**src/rtl/asi_ram_arb_pkg.sv**
```systemverilog
// Shared constants and helpers for the ASI RAM arbiter.
// Latency: n/a (package only).
// Backpressure: n/a.
package asi_ram_arb_pkg;

  localparam int NPORT_DEF  = 2;
  localparam int DW_DEF     = 128;
  localparam int AW_DEF     = 10;
  localparam int RD_LAT_DEF = 1;

  // Active-low byte enables all deasserted means the transfer is a read.
  // Sized for the widest supported data bus; users take the low BW bits.
  localparam logic [127:0] WEN_READ = '1;

  function automatic int clog2(input int v);
    int r;
    r = 0;
    while ((1 << r) < v) r++;
    return r;
  endfunction

endpackage

```
**src/rtl/asi_ram_arb_rr.sv**
```systemverilog
// Round-robin grant over NPORT requesters with a registered last-winner pointer.
// Latency: grant is combinational from req and the pointer; pointer updates on accept.
// Backpressure: ungranted requesters simply see gnt low and must hold.
//
// Ports: clk, rst (sync, active-high), req[NPORT], gnt[NPORT] (one-hot),
//        gnt_idx[PW] (binary index of the granted port, valid when |gnt).
module asi_ram_arb_rr
  import asi_ram_arb_pkg::*;
#(
  parameter int NPORT = 2,
  parameter int PW    = 1
) (
  input  logic             clk,
  input  logic             rst,
  input  logic [NPORT-1:0] req,
  output logic [NPORT-1:0] gnt,
  output logic [PW-1:0]    gnt_idx
);

  if (NPORT == 1) begin : g_single
    logic unused_clk;
    assign unused_clk = clk;
    assign gnt        = req & {NPORT{~rst}};
    assign gnt_idx    = '0;
  end else begin : g_multi
    logic [PW-1:0] ptr;
    logic          found;
    int            q;

    // Search starts one past the last winner and wraps, so the previous
    // winner has the lowest priority this cycle.
    always_comb begin
      gnt     = '0;
      gnt_idx = '0;
      found   = 1'b0;
      q       = 0;
      for (int i = 1; i <= NPORT; i++) begin
        q = int'(ptr) + i;
        if (q >= NPORT) q = q - NPORT;
        if (!found && req[q]) begin
          found   = 1'b1;
          gnt[q]  = 1'b1;
          gnt_idx = PW'(q);
        end
      end
      if (rst) gnt = '0;
    end

    // Reset to the last port so port 0 wins the first contention.
    always_ff @(posedge clk) begin
      if (rst) ptr <= PW'(NPORT - 1);
      else if (|gnt) ptr <= gnt_idx;
    end
  end

endmodule

```
**src/rtl/asi_ram_arb.sv**
```systemverilog
// N-port ASI master to single-port synchronous RAM bridge with round-robin arbitration.
// Latency: accept at T drives the RAM at T+1; read data + m_rvalid at T+2+RD_LAT, in accept order.
// Backpressure: one accept per cycle; losing ports see m_gnt low and hold their request.
//
// Ports: m_req/m_addr/m_wen/m_wdata per port (packed, port p at slice p), m_gnt one-hot,
//        m_rvalid one-hot read strobe, m_rdata broadcast; ram_cen/ram_addr/ram_wen/ram_wdata
//        registered RAM drive, ram_rdata from RAM.
// Optional: define ASI_RAM_ARB_STATS_EN to add stat_clr and per-port 16-bit stall counters.
module asi_ram_arb
  import asi_ram_arb_pkg::*;
#(
  parameter int NPORT  = NPORT_DEF,
  parameter int DW     = DW_DEF,
  parameter int AW     = AW_DEF,
  parameter int RD_LAT = RD_LAT_DEF,
  localparam int BW    = DW / 8,
  localparam int LB    = clog2(BW),
  localparam int RAW   = AW - LB,
  localparam int PW    = (NPORT > 1) ? clog2(NPORT) : 1
) (
  input  logic                clk,
  input  logic                rst,
  input  logic [NPORT-1:0]    m_req,
  input  logic [NPORT*AW-1:0] m_addr,
  input  logic [NPORT*BW-1:0] m_wen,
  input  logic [NPORT*DW-1:0] m_wdata,
  output logic [NPORT-1:0]    m_gnt,
  output logic [NPORT-1:0]    m_rvalid,
  output logic [DW-1:0]       m_rdata,
  output logic                ram_cen,
  output logic [RAW-1:0]      ram_addr,
  output logic [BW-1:0]       ram_wen,
  output logic [DW-1:0]       ram_wdata,
  input  logic [DW-1:0]       ram_rdata
`ifdef ASI_RAM_ARB_STATS_EN
  ,
  input  logic                stat_clr,
  output logic [NPORT*16-1:0] stat_stall
`endif
);

  logic [PW-1:0]  gnt_idx;
  logic           acc;
  logic           is_rd;
  logic [AW-1:0]  sel_addr;
  logic [BW-1:0]  sel_wen;
  logic [DW-1:0]  sel_wdata;
  logic           unused_addr_lsb;

  asi_ram_arb_rr #(.NPORT(NPORT), .PW(PW)) u_rr (
    .clk     (clk),
    .rst     (rst),
    .req     (m_req),
    .gnt     (m_gnt),
    .gnt_idx (gnt_idx)
  );

  // Grant is one-hot (or zero), so an AND-OR mux selects the winner's fields.
  always_comb begin
    sel_addr  = '0;
    sel_wen   = '0;
    sel_wdata = '0;
    for (int p = 0; p < NPORT; p++) begin
      sel_addr  = sel_addr  | (m_addr[p*AW +: AW]  & {AW{m_gnt[p]}});
      sel_wen   = sel_wen   | (m_wen[p*BW +: BW]   & {BW{m_gnt[p]}});
      sel_wdata = sel_wdata | (m_wdata[p*DW +: DW] & {DW{m_gnt[p]}});
    end
  end

  assign acc             = |m_gnt;
  assign is_rd           = (sel_wen == WEN_READ[BW-1:0]);
  // Byte-offset bits never reach the word-addressed RAM.
  assign unused_addr_lsb = ^sel_addr;

  always_ff @(posedge clk) begin
    if (rst) begin
      ram_cen   <= 1'b1;
      ram_wen   <= '1;
      ram_addr  <= '0;
      ram_wdata <= '0;
    end else if (acc) begin
      ram_cen   <= 1'b0;
      ram_wen   <= sel_wen;
      ram_addr  <= sel_addr[AW-1:LB];
      ram_wdata <= sel_wdata;
    end else begin
      ram_cen   <= 1'b1;
      ram_wen   <= '1;
    end
  end

  // Read-return tag pipe: stage k holds the read issued to the RAM k cycles
  // ago; stage RD_LAT lines up with ram_rdata for that read.
  logic [RD_LAT:0] rp_vld;
  logic [PW-1:0]   rp_idx [RD_LAT+1];

  always_ff @(posedge clk) begin
    if (rst) begin
      rp_vld   <= '0;
      for (int k = 0; k <= RD_LAT; k++) rp_idx[k] <= '0;
      m_rvalid <= '0;
      m_rdata  <= '0;
    end else begin
      rp_vld    <= {rp_vld[RD_LAT-1:0], acc & is_rd};
      rp_idx[0] <= gnt_idx;
      for (int k = 1; k <= RD_LAT; k++) rp_idx[k] <= rp_idx[k-1];
      for (int p = 0; p < NPORT; p++)
        m_rvalid[p] <= rp_vld[RD_LAT] && (rp_idx[RD_LAT] == PW'(p));
      if (rp_vld[RD_LAT]) m_rdata <= ram_rdata;
    end
  end

`ifdef ASI_RAM_ARB_STATS_EN
  for (genvar p = 0; p < NPORT; p++) begin : g_stat
    logic [15:0] cnt;
    always_ff @(posedge clk) begin
      if (rst || stat_clr) cnt <= '0;
      else if (m_req[p] && !m_gnt[p] && cnt != 16'hFFFF) cnt <= cnt + 16'd1;
    end
    assign stat_stall[p*16 +: 16] = cnt;
  end
`else
  // No stall counters in this build; the datapath is unaffected either way.
`endif

endmodule

```
**config.mk**
```make
export PLATFORM = sky130hd
export DESIGN_NAME = asi_ram_arb
export DESIGN_NICKNAME = d
export VERILOG_FILES = /design/src/rtl/asi_ram_arb_pkg.sv /design/src/rtl/asi_ram_arb_rr.sv /design/src/rtl/asi_ram_arb.sv
export SDC_FILE = /design/constraint.sdc
export NUM_CORES = 1
export LEC_CHECK = 0
export BUFFER_PORTS_ARGS = -buffer_cell sky130_fd_sc_hd__buf_2
export CORE_AREA = 2 2 285 287
export DETAILED_ROUTE_END_ITERATION = 8
export DIE_AREA = 0 0 287 289
export HOLD_SLACK_MARGIN = 0.06
export SETUP_SLACK_MARGIN = 0.2
export SYNTH_ARGS = -nofsm -noshare
export SYNTH_HDL_FRONTEND = slang
export SYNTH_SLANG_ARGS = --single-unit
export TNS_END_PERCENT = 1
```
**constraint.sdc**
```tcl
create_clock -name clk -period 1.8 [get_ports clk]
set_input_delay 0.09 -clock clk [delete_from_list [all_inputs] [get_ports clk]]
set_output_delay 0.09 -clock clk [all_outputs]
set_load 0.03 [all_outputs]
```
==> flow_summary_export.csv, run 1 <==
group,metric,value,unit
status,status,"finished, violations left",
status,violations,"setup timing",
die,die_area,82900,um2
timing,setup_tns,-0.00917,ns
grt,grt-ovfl-total,0,
critical_path,path_cells,"or2b_4 > nand2_4 > nor2_4 > buf_12 > buf_12 > buf_4 > a222oi_1 > nor2_1",
power_and_ir_drop,power_density,826,nW/um2
timing,setup_viol,1,
timing,fin_ws,-0.00917,ns
yosys,synth-async-reset-ratio,0,%
job,maxCapViolCount,0,
yosys,synth_area_leader_cell,"dfxtp_1",
die,dieWidth,287,um
critical_path,critical_path.endpoint_type,"flop",
critical_path,max_stage_delay,0.36,ns
yosys,synthTopCellsByCount,"286 x dfxtp_1, 261 x nor2_1, 134 x a222oi_1",
critical_path,worstPathArrival,2.22,ns
placement,gp_congestion,0.851,
grt,track_usage,14.0,%
die,coreArea,79900,um2
power_and_ir_drop,vdd_drop_max,0.000575,V
yosys,syn_nets,1407,
clock_network,cts_root_buf,"clkbuf_16",
die,start_util,12.7,%
die,die_h,289,um
clock_network,clockBufferDepth,3,
layout,stdcell_area,21100,um2
clock_network,cts_tree,"done",
die,pin_count,723,
placement,io_buffer_count,714,
placement,place_inst,2700,
timing,fin_crit,1.81,ns
timing,grt_setup_unrepaired,"yes",
clock_network,cts_made_buffers,35,
routing,routed_wl,63900,um
layout,final_cells,3211,
routing,wl_per_cell,19.9,um
routing,vias,13100,
grt,grt_pass1_wl,86000,um
timing,drv_slew,0,
yosys,synth_top_area_share,56.4,%
worst_hold_path,hp-class,"input pin to flop",
grt,grt_max_degree,121,
placement,hpwl,44500,um
routing,via_per_inst,4.07,
yosys,synth-edff-count,0,
layout,fillers,8288,
yosys,yosys.cell_types.count,29,
layout,layout-drive-gt1-share,39.6,%
critical_path,r2r-start,"u_rr.g_multi.ptr",
critical_path,crit_top_cell,"buf_12",
timing,timing.final.crit_share,101,%
timing,tightestPinTransition,0.890,ns
clock_network,cts_sinks,286,
critical_path,rr_worst_depth,8,
yosys,yosys-top-cells-area,"dfxtp_1 56%, a222oi_1 13%, mux2i_1 13%",
timing,skew,0.0231,ns
yosys,synthesis.instances,967,
yosys,synth_area,10100,um2
worst_hold_path,holdPathStages,3,
timing,finalHoldViolations,0,
clock_network,clkTransAtPathRegs,0.07,ns
die,num_rows,104,
critical_path,startpoint_type,"flop",
routing,remaining_drc_errors,0,
critical_path,cp-startpoint,"u_rr.g_multi.ptr",
grt,antenna_found_initial,16,
yosys,synth_flop_cell,"dfxtp_1",
power_and_ir_drop,leakage,9.43,nW
layout,fin_util,26.4,%
routing,dr.pass1.iters,9,
grt,grt_pass1_vias,12800,
timing,fmax,553,MHz
clock_network,clock_latency,0.55,ns
routing,drt_iter0_drc,1243,
layout,fin_nets,2561,
yosys,yosys_warnings,0,
yosys,avgSynthCellArea,10.5,um2
clock_network,htreeDepth,2,
critical_path,critPathSlowestCell,"dfxtp_4",
yosys,synthMostInstantiatedCell,"dfxtp_1",
critical_path,critPathKind,"flop to flop",
timing,slew_headroom,40.4,%
placement,dpl_cell_area,15200,um2
routing,ant_nets,0,
layout,area.growth.synth_to_final,108,%
yosys,synth-seq-cells,286,
critical_path,worstPathRequired,2.21,ns
yosys,ys_seq_area_share,56.4,%
critical_path,path_max_fanout,9,
worst_hold_path,min_from,"m_wen[3]",
-- sequential cells by signal, indices dropped and copies added, names as in the netlist --
signal	count
ram_addr	6
ram_wdata	128
rp_vld	2
ram_cen	1
u_rr.g_multi.ptr	1
m_rdata	128
m_rvalid	2
rp_idx	2
ram_wen	16
-- worst paths after layout --
| kind | endpoint | slack [ns] |
|---|---|---|
| worst max-delay path | ram_wdata[125] | -0.009 |
| worst max register to register | ram_wdata[125] | -0.009 |
| worst min register to register | rp_vld[1] | 0.44 |
| worst min-delay path | ram_wen[3] | 0.06 |
-- per-stage QoR --
step           setup WS (ns)  hold slack, ns  power, mW
4_1_cts              -0.0393          0.0607       17.6
3_5_place_dp         -0.0451           0.321       9.00
3_3_place_gp         -0.0152           0.316       8.99
5_1_grt              -0.0842          0.0901       18.1
6_report            -0.00917          0.0597       17.5
2_1_floorplan          0.155           0.227       7.85
-- cell type report --
| type | instances | area, um2 | area share, % |
|---|---|---|---|
| inverters | 7 | 31.3 | 0.148 |
| clock inverters | 15 | 225 | 1.07 |
| clock buffers | 48 | 1030 | 4.86 |
| multi-input cells | 579 | 4050 | 19.2 |
| flip-flops and latches | 286 | 5730 | 27.1 |
| diodes | 4 | 10.0 | 0.0474 |
| repair buffers | 1212 | 8720 | 41.3 |
| well taps | 1060 | 1330 | 6.28 |
-- worst max-delay path: cells and delay by family (launching register included) --
kind | cells | cell delay [ns]
AOI/OAI and AO/OA | 1 | 0.34
DFF | 1 | 0.36
and+or+nand+nor | 4 | 0.50
buffers and inverters | 3 | 0.46
-- layout by cell type (no fill, tap or decap), types with 2 or more instances in the layout --
cell type and instances:
a32oi_1 8, nor2b_1 2, dfxtp_4 2, buf_2 711, nand3_1 2, buf_4 40
diode_2 4, clkbuf_8 8, buf_6 5, clkbuf_16 41, a221o_1 8, inv_6 3
inv_1 6, dfxtp_1 284, mux2i_1 128, a222oi_1 134, a31oi_1 5, nor2_1 260
buf_12 14, clkbuf_1 4, a21oi_1 2, and2_1 3, o21ai_0 9, dlygate4sd3_1 434
clkinv_2 5, buf_8 2, bufinv_16 5
-- layer usage --
layer	part of all wire (%)	GRT usage, %	wire (um)	up-vias
li1	-	-	-	5948
met1	38	15.6	24200	6086
met2	49	25.1	31000	860
met3	9.4	4.38	6040	147
met4	3.9	5.25	2500	20
met5	0.20	0	127	-
-- report_power, final --
group | leakage [nW] | internal [mW] | switching, mW
Clock | 0.616 | 4.73 | 2.95
Sequential | 2.33 | 6.56 | 0.132
Combinational | 6.49 | 1.49 | 1.59
Total | 9.43 | 12.8 | 4.68
-- kinds of logic (layout without fill, tap and decap cells) --
logic type	Yosys count	in the layout	synth area share [%]
DFF	286	286	56.4
AOI/OAI and AO/OA	169	169	15.9
other	0	4	0
muxes	128	128	12.6
and+or+nand+nor	282	282	11.0
buffers and inverters	102	1282	4.11
-- what timing repair did --
action                                  4_1_cts  5_1_grt
cloned                                        0        5
endpoints found under the hold margin       281        0
buffers inserted                              5        0
endpoints found under the setup margin      145      145
pin swaps                                    91       74
resized for setup                            19        7
hold buffers                                434        0
Note: power is estimated with default switching activity, not from simulation.
==> run 2: changes to the inputs <==
SKIP_CTS_REPAIR_TIMING = 1   (was not set)
==> flow_summary_export.csv, run 2 (synthesized netlist as in run 1, its figures left out) <==
group,metric,value,unit
clock_network,cts_root_buf,"clkbuf_16",
timing,finalHoldViolations,0,
die,start_util,12.7,%
clock_network,clock_latency,0.55,ns
layout,fin_nets,2554,
timing,fin_crit,1.88,ns
critical_path,startpoint_type,"flop",
worst_hold_path,hp-class,"input pin to flop",
layout,layout-drive-gt1-share,39.5,%
routing,ant_nets,0,
timing,tightestPinTransition,1.04,ns
critical_path,path_max_fanout,13,
status,violations,"DRC, setup timing",
critical_path,reg2reg_slack,-0.08,ns
grt,grt_pass1_vias,10100,
layout,fin_util,26.2,%
layout,multiInputGateArea,4030,um2
clock_network,cts_made_buffers,35,
routing,routed_wl,62700,um
placement,post-place-ws,-0.0451,ns
layout,final_cell_mix,"711 x buf_2, 430 x dlygate4sd3_1, 284 x dfxtp_1, 260 x nor2_1, 134 x a222oi_1",
routing,wl_per_cell,19.5,um
grt,use_met3,5.07,%
power_and_ir_drop,internal-power,12.7,mW
timing,skew,0.0214,ns
power_and_ir_drop,combPwrFrac,17.4,%
worst_hold_path,hold_end,"ram_wen[7]",
grt,antenna_found_initial,18,
die,dieWidth,287,um
critical_path,worstPathArrival,2.29,ns
placement,gp_congestion,0.851,
power_and_ir_drop,vdd_drop_max,0.000576,V
layout,fillers,8271,
critical_path,worstPathRequired,2.21,ns
timing,grt_setup_unrepaired,"yes",
placement,hpwl,44500,um
grt,grt_max_degree,121,
critical_path,critPathKind,"flop to flop",
layout,area.growth.synth_to_final,106,%
routing,drt_iter0_drc,1344,
die,coreArea,79900,um2
grt,busiest_layer,"met2",
layout,final_common_cell,"buf_2",
grt,grt_use_met1,13.6,%
job,maxCapViolCount,0,
routing,vias,13000,
placement,dpl_cell_area,15200,um2
timing,setup_tns,-0.279,ns
power_and_ir_drop,p_clk_share,44.1,%
timing,setup_viol,10,
power_and_ir_drop,sw_frac_of_total,26.7,%
worst_hold_path,holdPathStages,3,
critical_path,r2r_end,"ram_addr[4]",
routing,dr.pass1.iters,9,
grt,grt-ovfl-total,0,
timing,fmax,533,MHz
clock_network,clockBufferDepth,3,
power_and_ir_drop,leakage,9.36,nW
power_and_ir_drop,switchingPower,4.64,mW
layout,stdcell_area,20900,um2
clock_network,htreeDepth,2,
timing,drv_slew,0,
die,num_rows,104,
status,status,"finished, violations left",
die,die_h,289,um
critical_path,critical_path.endpoint_type,"flop",
grt,grtUsageMet2,21.3,%
critical_path,rr_worst_depth,8,
routing,via_per_inst,4.04,
layout,reg_top3,"m_rdata x128, ram_wdata x128, ram_wen x16",
layout,register_area,5730,um2
placement,io_buffer_count,714,
timing,slew_headroom,30.4,%
grt,track_usage,12.3,%
die,pin_count,723,
timing,fin_ws,-0.0752,ns
timing,whs,0.0246,ns
grt,grt_pass1_wl,73200,um
power_and_ir_drop,power_density,830,nW/um2
worst_hold_path,min_from,"m_wen[7]",
timing,timing.final.crit_share,104,%
clock_network,cts_tree,"done",
clock_network,cts_sinks,286,
die,die_area,82900,um2
clock_network,clkTransAtPathRegs,0.07,ns
critical_path,r2r-start,"u_rr.g_multi.ptr",
power_and_ir_drop,seq_power_share,38.5,%
routing,remaining_drc_errors,11,
==> run 2: cell types whose count changed in the layout (fill, tap and decap cells not counted), sizes merged <==
cell,change
diode,+5
clkbuf,-4
buf,+1
dlygate4sd3,-4
==> run 2: critical path: stages, from the launching register on <==
cell and delay (ns):
dfxtp_4 0.36, or2b_4 0.30, nand2_4 0.08, nor2_4 0.05, buf_12 0.14, buf_4 0.14, buf_4 0.18, a222oi_1 0.38
inv_1 0.11
==> run 2: metrics by stage <==
step	instances	power (mW)
after floorplan	967	7.85
after global placement	2700	8.99
after detailed placement	2700	9.00
after CTS	2763	16.8
after global routing	3204	18.0
final	3209	17.4
==> run 2: worst max path at each step <==
| stage | cells past startpoint | endpoint | startpoint | slack [ns] |
|---|---|---|---|---|
| finish | 8 | ram_addr[4] | u_rr.g_multi.ptr | -0.08 |
| global route | 8 | ram_wdata[112] | u_rr.g_multi.ptr | -0.14 |
| CTS | 6 | m_gnt[0] | u_rr.g_multi.ptr | -0.35 |
| detailed placement | 6 | rp_vld[0] | u_rr.g_multi.ptr | -0.05 |
| global placement | 6 | rp_vld[0] | u_rr.g_multi.ptr | -0.02 |
| floorplan | 8 | ram_wdata[100] | u_rr.g_multi.ptr | 0.16 |
==> run 2: power groups by stage <==
stage | logic (mW) | registers, mW | clock network (mW)
final | 3.02 | 6.69 | 7.67
after global routing | 3.20 | 6.71 | 8.12
after CTS | 2.19 | 6.69 | 7.90
after detailed placement | 2.18 | 6.82 | 0
after global placement | 2.17 | 6.82 | 0
after floorplan | 0.599 | 7.25 | 0
==> run 2: final cells by class <==
cell class                 count  area share (%)
antenna                        9           0.108
clock buffer                  48            4.90
clock inverter                15            1.08
inverter                       7           0.149
multi-input combinational    579            19.2
sequential                   286            27.4
tap                         1060            6.33
timing repair buffer        1205            40.8
==> run 2: routing by layer <==
metal | share of wire, % | wire [um]
met1 | 37 | 23400
met2 | 49 | 30800
met3 | 9.6 | 6010
met4 | 3.7 | 2290
met5 | 0.27 | 169
